==> src/rtl/modn_cascade_counter_pkg.sv <==
`default_nettype none
// ============================================================================
// Module   : modn_cascade_counter_pkg
// Brief    : Shared constants and helpers for the mod-N cascade counter.
// Revision : 1.0
// ============================================================================
package modn_cascade_counter_pkg;

    localparam logic DIR_UP = 1'b1;
    localparam logic DIR_DN = 1'b0;

    // A radix-2 digit still needs one storage bit.
    function automatic int clog2_min1(input int n);
        return (n <= 2) ? 1 : $clog2(n);
    endfunction

endpackage : modn_cascade_counter_pkg
`default_nettype wire

==> src/rtl/modn_cascade_counter_if.sv <==
`default_nettype none
// ============================================================================
// Module   : modn_cascade_counter_if
// Brief    : Control/data bundle between a counter user and the counter.
// Revision : 1.0
// ============================================================================
interface modn_cascade_counter_if #(
    parameter int RADIX  = 10,
    parameter int DIGITS = 2
);
    import modn_cascade_counter_pkg::*;

    localparam int DW = clog2_min1(RADIX);

    logic                   en;
    logic                   up_dn;
    logic                   clr;
    logic                   load;
    logic [DIGITS*DW-1:0]   load_val;
    logic [DIGITS*DW-1:0]   q;
    logic                   tc;
    logic                   wrap;

    modport master (
        output en, up_dn, clr, load, load_val,
        input  q, tc, wrap
    );

    modport slave (
        input  en, up_dn, clr, load, load_val,
        output q, tc, wrap
    );

endinterface : modn_cascade_counter_if
`default_nettype wire

==> src/rtl/modn_cascade_counter_digit.sv <==
`default_nettype none
// ============================================================================
// Module   : modn_digit
// Brief    : One mod-RADIX digit cell with clamped load and up/down step.
// Revision : 1.0
// ============================================================================
module modn_digit
    import modn_cascade_counter_pkg::*;
#(
    parameter int RADIX = 10,
    parameter int DW    = clog2_min1(RADIX)
) (
    input  wire logic          clk,
    input  wire logic          rst,
    input  wire logic          clr,
    input  wire logic          load,
    input  wire logic [DW-1:0] load_d,
    input  wire logic          step,
    input  wire logic          up_dn,
    output logic      [DW-1:0] d,
    output logic               at_max,
    output logic               at_zero
);

    localparam logic [DW-1:0] c_MAX = DW'(RADIX - 1);
    localparam logic [DW-1:0] c_ONE = DW'(1);

    logic [DW-1:0] r_d;
    logic [DW-1:0] w_load_d;
    logic [DW-1:0] w_next;

    // A power-of-two radix covers every encoding, so there is nothing to clamp.
    generate
        if (RADIX == (1 << DW)) begin : g_noclamp
            assign w_load_d = load_d;
        end else begin : g_clamp
            assign w_load_d = (load_d > c_MAX) ? c_MAX : load_d;
        end
    endgenerate

    always_comb begin
        w_next = r_d;
        if (up_dn == DIR_UP) begin
            w_next = (r_d == c_MAX) ? '0 : r_d + c_ONE;
        end else begin
            w_next = (r_d == '0) ? c_MAX : r_d - c_ONE;
        end
    end

    always_ff @(posedge clk or posedge rst) begin
        if (rst) begin
            r_d <= '0;
        end else if (clr) begin
            r_d <= '0;
        end else if (load) begin
            r_d <= w_load_d;
        end else if (step) begin
            r_d <= w_next;
        end
    end

    assign d       = r_d;
    assign at_max  = (r_d == c_MAX);
    assign at_zero = (r_d == '0);

endmodule : modn_digit
`default_nettype wire

==> src/rtl/modn_cascade_counter.sv <==
`default_nettype none
// ============================================================================
// Module   : modn_cascade_counter
// Brief    : Synchronous DIGITS-wide chain of mod-RADIX digits, up/down/load.
// Revision : 1.0
// ============================================================================
module modn_cascade_counter
    import modn_cascade_counter_pkg::*;
#(
    parameter int RADIX  = 10,
    parameter int DIGITS = 2
) (
    input  wire logic              clk,
    input  wire logic              rst,
    modn_cascade_counter_if.slave  bus
);

    localparam int DW = clog2_min1(RADIX);

    logic [DIGITS*DW-1:0] w_q;
    logic [DIGITS-1:0]    w_at_max;
    logic [DIGITS-1:0]    w_at_zero;
    logic [DIGITS-1:0]    w_step;
    logic [DIGITS:0]      w_chain;
    logic                 w_go;
    logic                 w_tc;
    logic                 r_wrap;

    assign w_go = bus.en & ~bus.clr & ~bus.load;

    // w_chain[i] is high when every digit below i sits at its rollover value.
    always_comb begin
        w_chain    = '0;
        w_chain[0] = 1'b1;
        for (int i = 0; i < DIGITS; i++) begin
            w_chain[i+1] = w_chain[i] &
                           ((bus.up_dn == DIR_UP) ? w_at_max[i] : w_at_zero[i]);
        end
    end

    assign w_step = {DIGITS{w_go}} & w_chain[DIGITS-1:0];
    assign w_tc   = w_go & w_chain[DIGITS];

    generate
        for (genvar i = 0; i < DIGITS; i++) begin : g_digit
            modn_digit #(
                .RADIX (RADIX),
                .DW    (DW)
            ) u_digit (
                .clk     (clk),
                .rst     (rst),
                .clr     (bus.clr),
                .load    (bus.load),
                .load_d  (bus.load_val[i*DW +: DW]),
                .step    (w_step[i]),
                .up_dn   (bus.up_dn),
                .d       (w_q[i*DW +: DW]),
                .at_max  (w_at_max[i]),
                .at_zero (w_at_zero[i])
            );
        end
    endgenerate

    always_ff @(posedge clk or posedge rst) begin
        if (rst) begin
            r_wrap <= 1'b0;
        end else begin
            r_wrap <= w_tc;
        end
    end

    assign bus.q    = w_q;
    assign bus.tc   = w_tc;
    assign bus.wrap = r_wrap;

endmodule : modn_cascade_counter
`default_nettype wire
==> src/flat_wrapper.sv <==
// flat-port wrapper written by rule: the top's interface ports become plain ports
module modn_cascade_counter_flat import modn_cascade_counter_pkg::*;
#(
    parameter int RADIX  = 10,
    parameter int DIGITS = 2
)
  (clk, rst, bus_en, bus_up_dn, bus_clr, bus_load, bus_load_val, bus_q, bus_tc, bus_wrap);
  modn_cascade_counter_if #(.RADIX(RADIX), .DIGITS(DIGITS)) bus_i ();
  input  wire logic clk;
  input  wire logic rst;
  input wire logic [$bits(bus_i.en)-1:0] bus_en;
  input wire logic [$bits(bus_i.up_dn)-1:0] bus_up_dn;
  input wire logic [$bits(bus_i.clr)-1:0] bus_clr;
  input wire logic [$bits(bus_i.load)-1:0] bus_load;
  input wire logic [$bits(bus_i.load_val)-1:0] bus_load_val;
  output wire logic [$bits(bus_i.q)-1:0] bus_q;
  output wire logic [$bits(bus_i.tc)-1:0] bus_tc;
  output wire logic [$bits(bus_i.wrap)-1:0] bus_wrap;
  assign bus_i.en = bus_en;
  assign bus_i.up_dn = bus_up_dn;
  assign bus_i.clr = bus_clr;
  assign bus_i.load = bus_load;
  assign bus_i.load_val = bus_load_val;
  assign bus_q = bus_i.q;
  assign bus_tc = bus_i.tc;
  assign bus_wrap = bus_i.wrap;
  modn_cascade_counter #(.RADIX(RADIX), .DIGITS(DIGITS)) u_core (.clk(clk), .rst(rst), .bus(bus_i));
endmodule
==> config.mk <==
export PLATFORM = sky130hd
export DESIGN_NAME = modn_cascade_counter_flat
export DESIGN_NICKNAME = d
export VERILOG_FILES = /design/src/rtl/modn_cascade_counter_pkg.sv /design/src/rtl/modn_cascade_counter_if.sv /design/src/rtl/modn_cascade_counter_digit.sv /design/src/rtl/modn_cascade_counter.sv /design/src/flat_wrapper.sv
export SDC_FILE = /design/constraint.sdc
export NUM_CORES = 1
export LEC_CHECK = 0
export ABC_AREA = 1
export CORE_MARGIN = 2
export CORE_UTILIZATION = 47
export CTS_CLUSTER_DIAMETER = 80
export DETAILED_ROUTE_END_ITERATION = 12
export GPL_TIMING_DRIVEN = 0
export PLACE_DENSITY_LB_ADDON = 0.2
export SYNTH_ARGS = -nofsm -noshare
export SYNTH_HDL_FRONTEND = slang
export SYNTH_SLANG_ARGS = --single-unit
==> constraint.sdc <==
create_clock -name clk -period 1.7 [get_ports clk]
set_clock_uncertainty 0.15 [all_clocks]
set_input_delay 0.34 -clock clk [delete_from_list [all_inputs] [get_ports clk]]
set_output_delay 0.34 -clock clk [all_outputs]
set_load 0.01 [all_outputs]
==> impl_metrics.tcl, run 1 <==
set metrics [dict create \
    outcome "finished with violations" \
    violations "negative setup slack" \
    drive_gt1_share_pct 32.09 \
    synth-seq-cells 9 \
    cp_data_required_time_ns 1.21 \
    routedWlPerCell_um 13.25 \
    pin_count 24 \
    cts_tree "built" \
    dp_hpwl_mm 1.577 \
    syn_inst 139 \
    grt_pass1_vias 903 \
    synth_edf_count 0 \
    cts_max_level 1 \
    grt_max_degree 10 \
    cts_hold_buf 0 \
    synthFlopType "dfrtp_1" \
    worstSkewPairLatency_ns 0.27 \
    multi_input_area_um2 619.3 \
    grt_use_total_pct 25.27 \
    ir_drop_uv 414.1 \
    synth.most_common_cell "nand2_1" \
    drv_cap 0 \
    async_flop_share_pct 100.0 \
    cts.sink_count 9 \
    syn_area_um2 888.4 \
    die_h_um 47.48 \
    power_w 0.0008853 \
    clk_pin_slew_ns 0.07 \
    rsz0062_at_grt "yes" \
    yosysSeqAreaShare_pct 25.35 \
    num-nets-final 206 \
    hold_path.class "input port to async pin" \
    syn_nets 157 \
    grt_pass1_wl_mm 3.933 \
    cp.arrival_ns 1.42 \
    gp_congestion 0.9436 \
    synthTopCellsByCount "48 x nand2_1, 18 x inv_1, 12 x nand3_1" \
    diodes 0 \
    fin_ws_ns -0.2069 \
    drv_slew 0 \
    final_area_um2 1424 \
    drc 0 \
    wl_mm 2.809 \
    p_leak_nw 0.7927 \
    max_freq_mhz 524.4 \
    firstDrtPassIters 4 \
    overflow 0 \
    yosysUniqueCellTypes 24 \
    dieArea_um2 2254 \
    rows 15 \
    drt_iter0_markers 79 \
    tightestPinTransition_ns 0.3725 \
    critPathKind "flop to primary output" \
    crit_path_start "u_core.g_digit[1].u_digit.d[0]" \
    startpoint_type "flop" \
    fin_util_pct 81.58 \
    core_area_um2 1745 \
    clockBufferDepth 2 \
    power_density_nw_per_um2 621.7 \
    io_buffers 23 \
    cts_root_buffer "clkbuf_4" \
    placed_cell_area_um2 1152 \
    dp_worst_setup_slack_ns -0.7731 \
    syn2layout_area_growth_pct 60.28 \
    die_w_um 47.48 \
    path_max_fanout 5 \
    cts_buffers 3 \
    final-hold-violation-count 0 \
    rrSetupSlack_ns -0.01 \
    setup_viol 2 \
    r2r_start "u_core.g_digit[0].u_digit.d[0]" \
    regArea_um2 232.7 \
    route.antenna.remaining_nets 0 \
    synth_top_area_share_pct 25.35 \
    vias 1097 \
    final.setup.tns_ns -0.2121 \
    end_kind "primary output" \
    synth.area.top_cells "dfrtp_1 25%, nand2_1 20%, inv_1 7.6%, nand3_1 6.8%, ha_1 5.6%" \
    avgViaCountPerCell 5.175 \
    synth_area_leader_cell "dfrtp_1" \
    fin_crit_ns 1.907 \
    fillers 110 \
    syn_area_per_cell_um2 6.391 \
    relSlewSlack_pct 75.14 \
    fin_crit_sh_pct 112.2 \
    start_util_pct 50.90 \
    yosys_warnings 0 \
    grt_antenna_before_repair 0 \
]
cell type report:
class / instances / share of cell area, %
tap: 25 / 2.197
clock buffer: 4 / 1.845
sequential: 9 / 16.34
timing repair buffer: 44 / 27.15
buffer: 1 / 0.7909
multi-input combinational: 104 / 43.50
inverter: 25 / 8.172
worst paths after layout:
| path | end | cells after the start |
|---|---|---|
| min | u_core.bus.wrap | 2 |
| max reg2reg | u_core.g_digit[0].u_digit.d[3] | 12 |
| max in group asynchronous | u_core.g_digit[0].u_digit.d[1] | 2 |
| min in group clk | u_core.g_digit[1].u_digit.d[3] | 2 |
| max | bus_tc | 7 |
| min reg2reg | u_core.g_digit[1].u_digit.d[3] | 2 |
where the power goes:
part	switching, W	total, W	internal, W	leakage, nW
Clock	0.0000864	0.000177	0.0000909	0.0150
Sequential	0.0000290	0.000266	0.000237	0.109
Combinational	0.000235	0.000442	0.000207	0.668
cells by family (layout without fill, tap and decap cells):
kind of cell	after synthesis	in the layout	share of synthesized area, %
and+or+nand+nor	82	82	44.09
buffers and inverters	26	74	13.52
xor gates and xnor gates	2	2	1.972
DFF	9	9	25.35
adders and majority gates	4	4	5.634
AOI/OAI and AO/OA	16	16	9.437
per-stage QoR:
stage | std cells | hold WS [ns]
floorplan | 139 | 0.01792
global placement | 187 | 0.4106
detailed placement | 187 | 0.4145
CTS | 206 | 0.2080
global route | 212 | 0.2238
finish | 212 | 0.1951
timing repair:
| item | CTS | global route |
|---|---|---|
| setup endpoints to repair | 9 | 5 |
| pin swaps | 4 | 6 |
| gates resized for setup | 30 | 13 |
| setup buffers | 15 | 6 |
state kept, by name, indices dropped and copies added, names as in the netlist:
signal and count:
u_core.g_digit.u_digit.d 8, u_core.bus.wrap 1
layer usage:
| layer | routed length (µm) | share of wire (%) | global-route usage (%) |
|---|---|---|---|
| met1 | 1119 | 40 | 33.41 |
| met2 | 1307 | 47 | 42.43 |
| met3 | 250 | 8.9 | 3.396 |
| met4 | 131 | 4.7 | 8.333 |
| met5 | 0 | 0 | 0 |
layout by cell type (no fill, tap or decap), types with 2 or more instances in the layout:
cell type         n
inv_1            16
nor2_4            3
clkbuf_4          3
nand3_1          11
nand2_4           5
o21ai_0           6
dfrtp_2           6
a21oi_1           4
ha_4              2
nand2_2           3
ha_1              2
dlymetal6s2s_1    2
nor2_1            8
buf_4            20
inv_4             4
dlygate4sd2_1     9
dfrtp_1           3
nand3_4           3
inv_2             3
buf_6             3
nand2_1          47
clkdlybuf4s50_1  11
o21ai_1           3
critical path, cell delays in order (launching register included):
cell and delay, ns:
dfrtp_2 0.44, inv_1 0.10, nor2_1 0.12, nand2_1 0.09
nand2_1 0.08, nand2_1 0.09, nor2_4 0.12, buf_6 0.10
(Power assumes the default switching activity.)
==> run 2: changes to the inputs <==
==> constraint.sdc (replaced) <==
create_clock -name clk -period 1.7 [get_ports clk]
set_clock_uncertainty 0.15 [all_clocks]
set_input_delay 0.34 -clock clk [delete_from_list [all_inputs] [get_ports clk]]
set_output_delay 0.34 -clock clk [all_outputs]
set_load 0.05 [all_outputs]
==> run 2 against run 1 <==
The flow still finishes with violations (negative setup slack). Largest power group unchanged. Critical endpoint unchanged. Highest routed layer unchanged. Via count shrank 5.5%. Largest cell class unchanged. Sequential share of layout area grew 0.47 points. Total power grew 1.4%.
==> impl_metrics.tcl, run 2 (synthesis results as in run 1) <==
set metrics [dict create \
    p_leak_nw 0.7341 \
    fin_crit_ns 1.938 \
    path_max_fanout 3 \
    grt_antenna_before_repair 0 \
    die_h_um 47.48 \
    regArea_um2 231.5 \
    clockBufferDepth 2 \
    worstSkewPairLatency_ns 0.26 \
    timing.rr.end "u_core.g_digit[0].u_digit.d[3]" \
    power_density_nw_per_um2 652.3 \
    firstDrtPassIters 4 \
    dp_hpwl_mm 1.627 \
    drt_iter0_markers 54 \
    rrSetupSlack_ns -0.07 \
    largest_reg_flops 8 \
    start_util_pct 50.90 \
    gp_congestion 0.9238 \
    ir_drop_uv 351.1 \
    wl_mm 2.465 \
    relSlewSlack_pct 67.79 \
    multi_input_area_um2 613.1 \
    final_area_um2 1376 \
    critPathMostFrequentCell "nand3_4" \
    cts_max_level 1 \
    critPathCapture "bus_tc" \
    crit_slowest_cell "dfrtp_2" \
    cp_data_required_time_ns 1.21 \
    path_buf_inv 2 \
    grt_pass1_wl_mm 3.822 \
    final.setup.tns_ns -0.3355 \
    cts.sink_count 9 \
    final-hold-violation-count 0 \
    num-nets-final 201 \
    drv_cap 0 \
    max_stage_delay_ns 0.42 \
    fin_util_pct 78.85 \
    core_area_um2 1745 \
    end_kind "primary output" \
    syn2layout_area_growth_pct 54.93 \
    final_common_cell "nand2_1" \
    pin_count 24 \
    clk_pin_slew_ns 0.06 \
    ff2ff_path_depth 12 \
    cts_buffers 3 \
    outcome "finished with violations" \
    route.antenna.remaining_nets 0 \
    fin_crit_sh_pct 114.0 \
    critPathKind "flop to primary output" \
    grt_use_total_pct 24.20 \
    violations "negative setup slack" \
    drv_slew 0 \
    fin_ws_ns -0.2380 \
    final_cell_mix "48 x nand2_1, 16 x inv_1, 15 x buf_4" \
    cts_tree "built" \
    r2r_start "u_core.g_digit[0].u_digit.d[0]" \
    io_buffers 23 \
    tightestPinTransition_ns 0.4851 \
    setup_viol 3 \
    avgViaCountPerCell 5.010 \
    rsz0062_at_grt "yes" \
    dieArea_um2 2254 \
    vias 1037 \
    dp.cells 187 \
    placed_cell_area_um2 1201 \
    drive_gt1_share_pct 31.87 \
    crit_family "flip-flops" \
    hold_path.class "input port to async pin" \
    fillers 121 \
    grt_max_degree 10 \
    path_cells "inv_4, ha_4, nand3_4, nand2_4, nand3_4, nor2_4, buf_8" \
    cp.arrival_ns 1.45 \
    grt_pass1_vias 931 \
    diodes 0 \
    crit_path_start "u_core.g_digit[0].u_digit.d[1]" \
    die_w_um 47.48 \
    startpoint_type "flop" \
    power_w 0.0008978 \
    rows 15 \
    drc 0 \
    fin_cells 207 \
    overflow 0 \
    max_freq_mhz 516.0 \
    crit_cells 7 \
    routedWlPerCell_um 11.91 \
    cts_root_buffer "clkbuf_4" \
]
## run 2: cell types whose count changed in the layout (fill, tap and decap cells not counted), sizes merged
cell / delta
buf: -5
clkbuf: +2
clkdlybuf4s15: +4
clkdlybuf4s50: -1
dlygate4sd2: -3
dlymetal6s2s: -2
## run 2: metal layers
layer	vias to the layer above	track usage, %	share of wire [%]
li1	520	-	-
met1	456	31.34	41
met2	59	39.46	50
met3	2	5.283	8.2
met4	0	8.889	0.77
met5	-	0	0
## run 2: cell type report
type / instances / share of cell area (%)
multi-input cells: 104 / 44.55
repair buffers: 39 / 25.18
flip-flops and latches: 9 / 16.82
inverters: 25 / 8.455
plain buffers: 1 / 0.8182
well taps: 25 / 2.273
clock buffers: 4 / 1.909
## run 2: worst min-delay path by stage
stage | startpoint | endpoint | slack (ns)
after floorplan | rst | u_core.bus.wrap | 0.02
after global placement | u_core.g_digit[0].u_digit.d[1] | u_core.g_digit[0].u_digit.d[1] | 0.40
after detailed placement | u_core.g_digit[1].u_digit.d[1] | u_core.g_digit[1].u_digit.d[1] | 0.41
after CTS | rst | u_core.g_digit[1].u_digit.d[3] | 0.20
after global routing | rst | u_core.bus.wrap | 0.24
final | rst | u_core.bus.wrap | 0.20
## run 2: report_power, final
| part | internal, W | switching, W |
|---|---|---|
| sequential | 0.000236 | 0.0000330 |
| combinational | 0.000188 | 0.000275 |
| clock | 0.0000905 | 0.0000757 |
## run 2: through the flow
step	setup slack, ns	hold WS, ns
floorplan	-0.1841	0.01772
global placement	-1.024	0.4002
detailed placement	-1.031	0.4117
CTS	-0.2313	0.2005
global route	-0.2994	0.2414
finish	-0.2380	0.1964
## run 2: repair_timing
action                     4_1_cts  5_1_grt
resized for setup               31       11
hold buffers                     0        0
hold endpoints to repair         0        0
setup endpoints to repair       10        5
pin swaps                        7        2
setup buffers                   13        3
==> run 3: changes to the inputs <==
--- a/config.mk
+++ b/config.mk
@@ -8,7 +8,6 @@
 export ABC_AREA = 1
 export CORE_MARGIN = 2
 export CORE_UTILIZATION = 47
-export CTS_CLUSTER_DIAMETER = 80
 export DETAILED_ROUTE_END_ITERATION = 12
 export GPL_TIMING_DRIVEN = 0
 export PLACE_DENSITY_LB_ADDON = 0.2
==> results of run 3 <==
No change in the layout: final DEF, timing and power equal those of run 2.
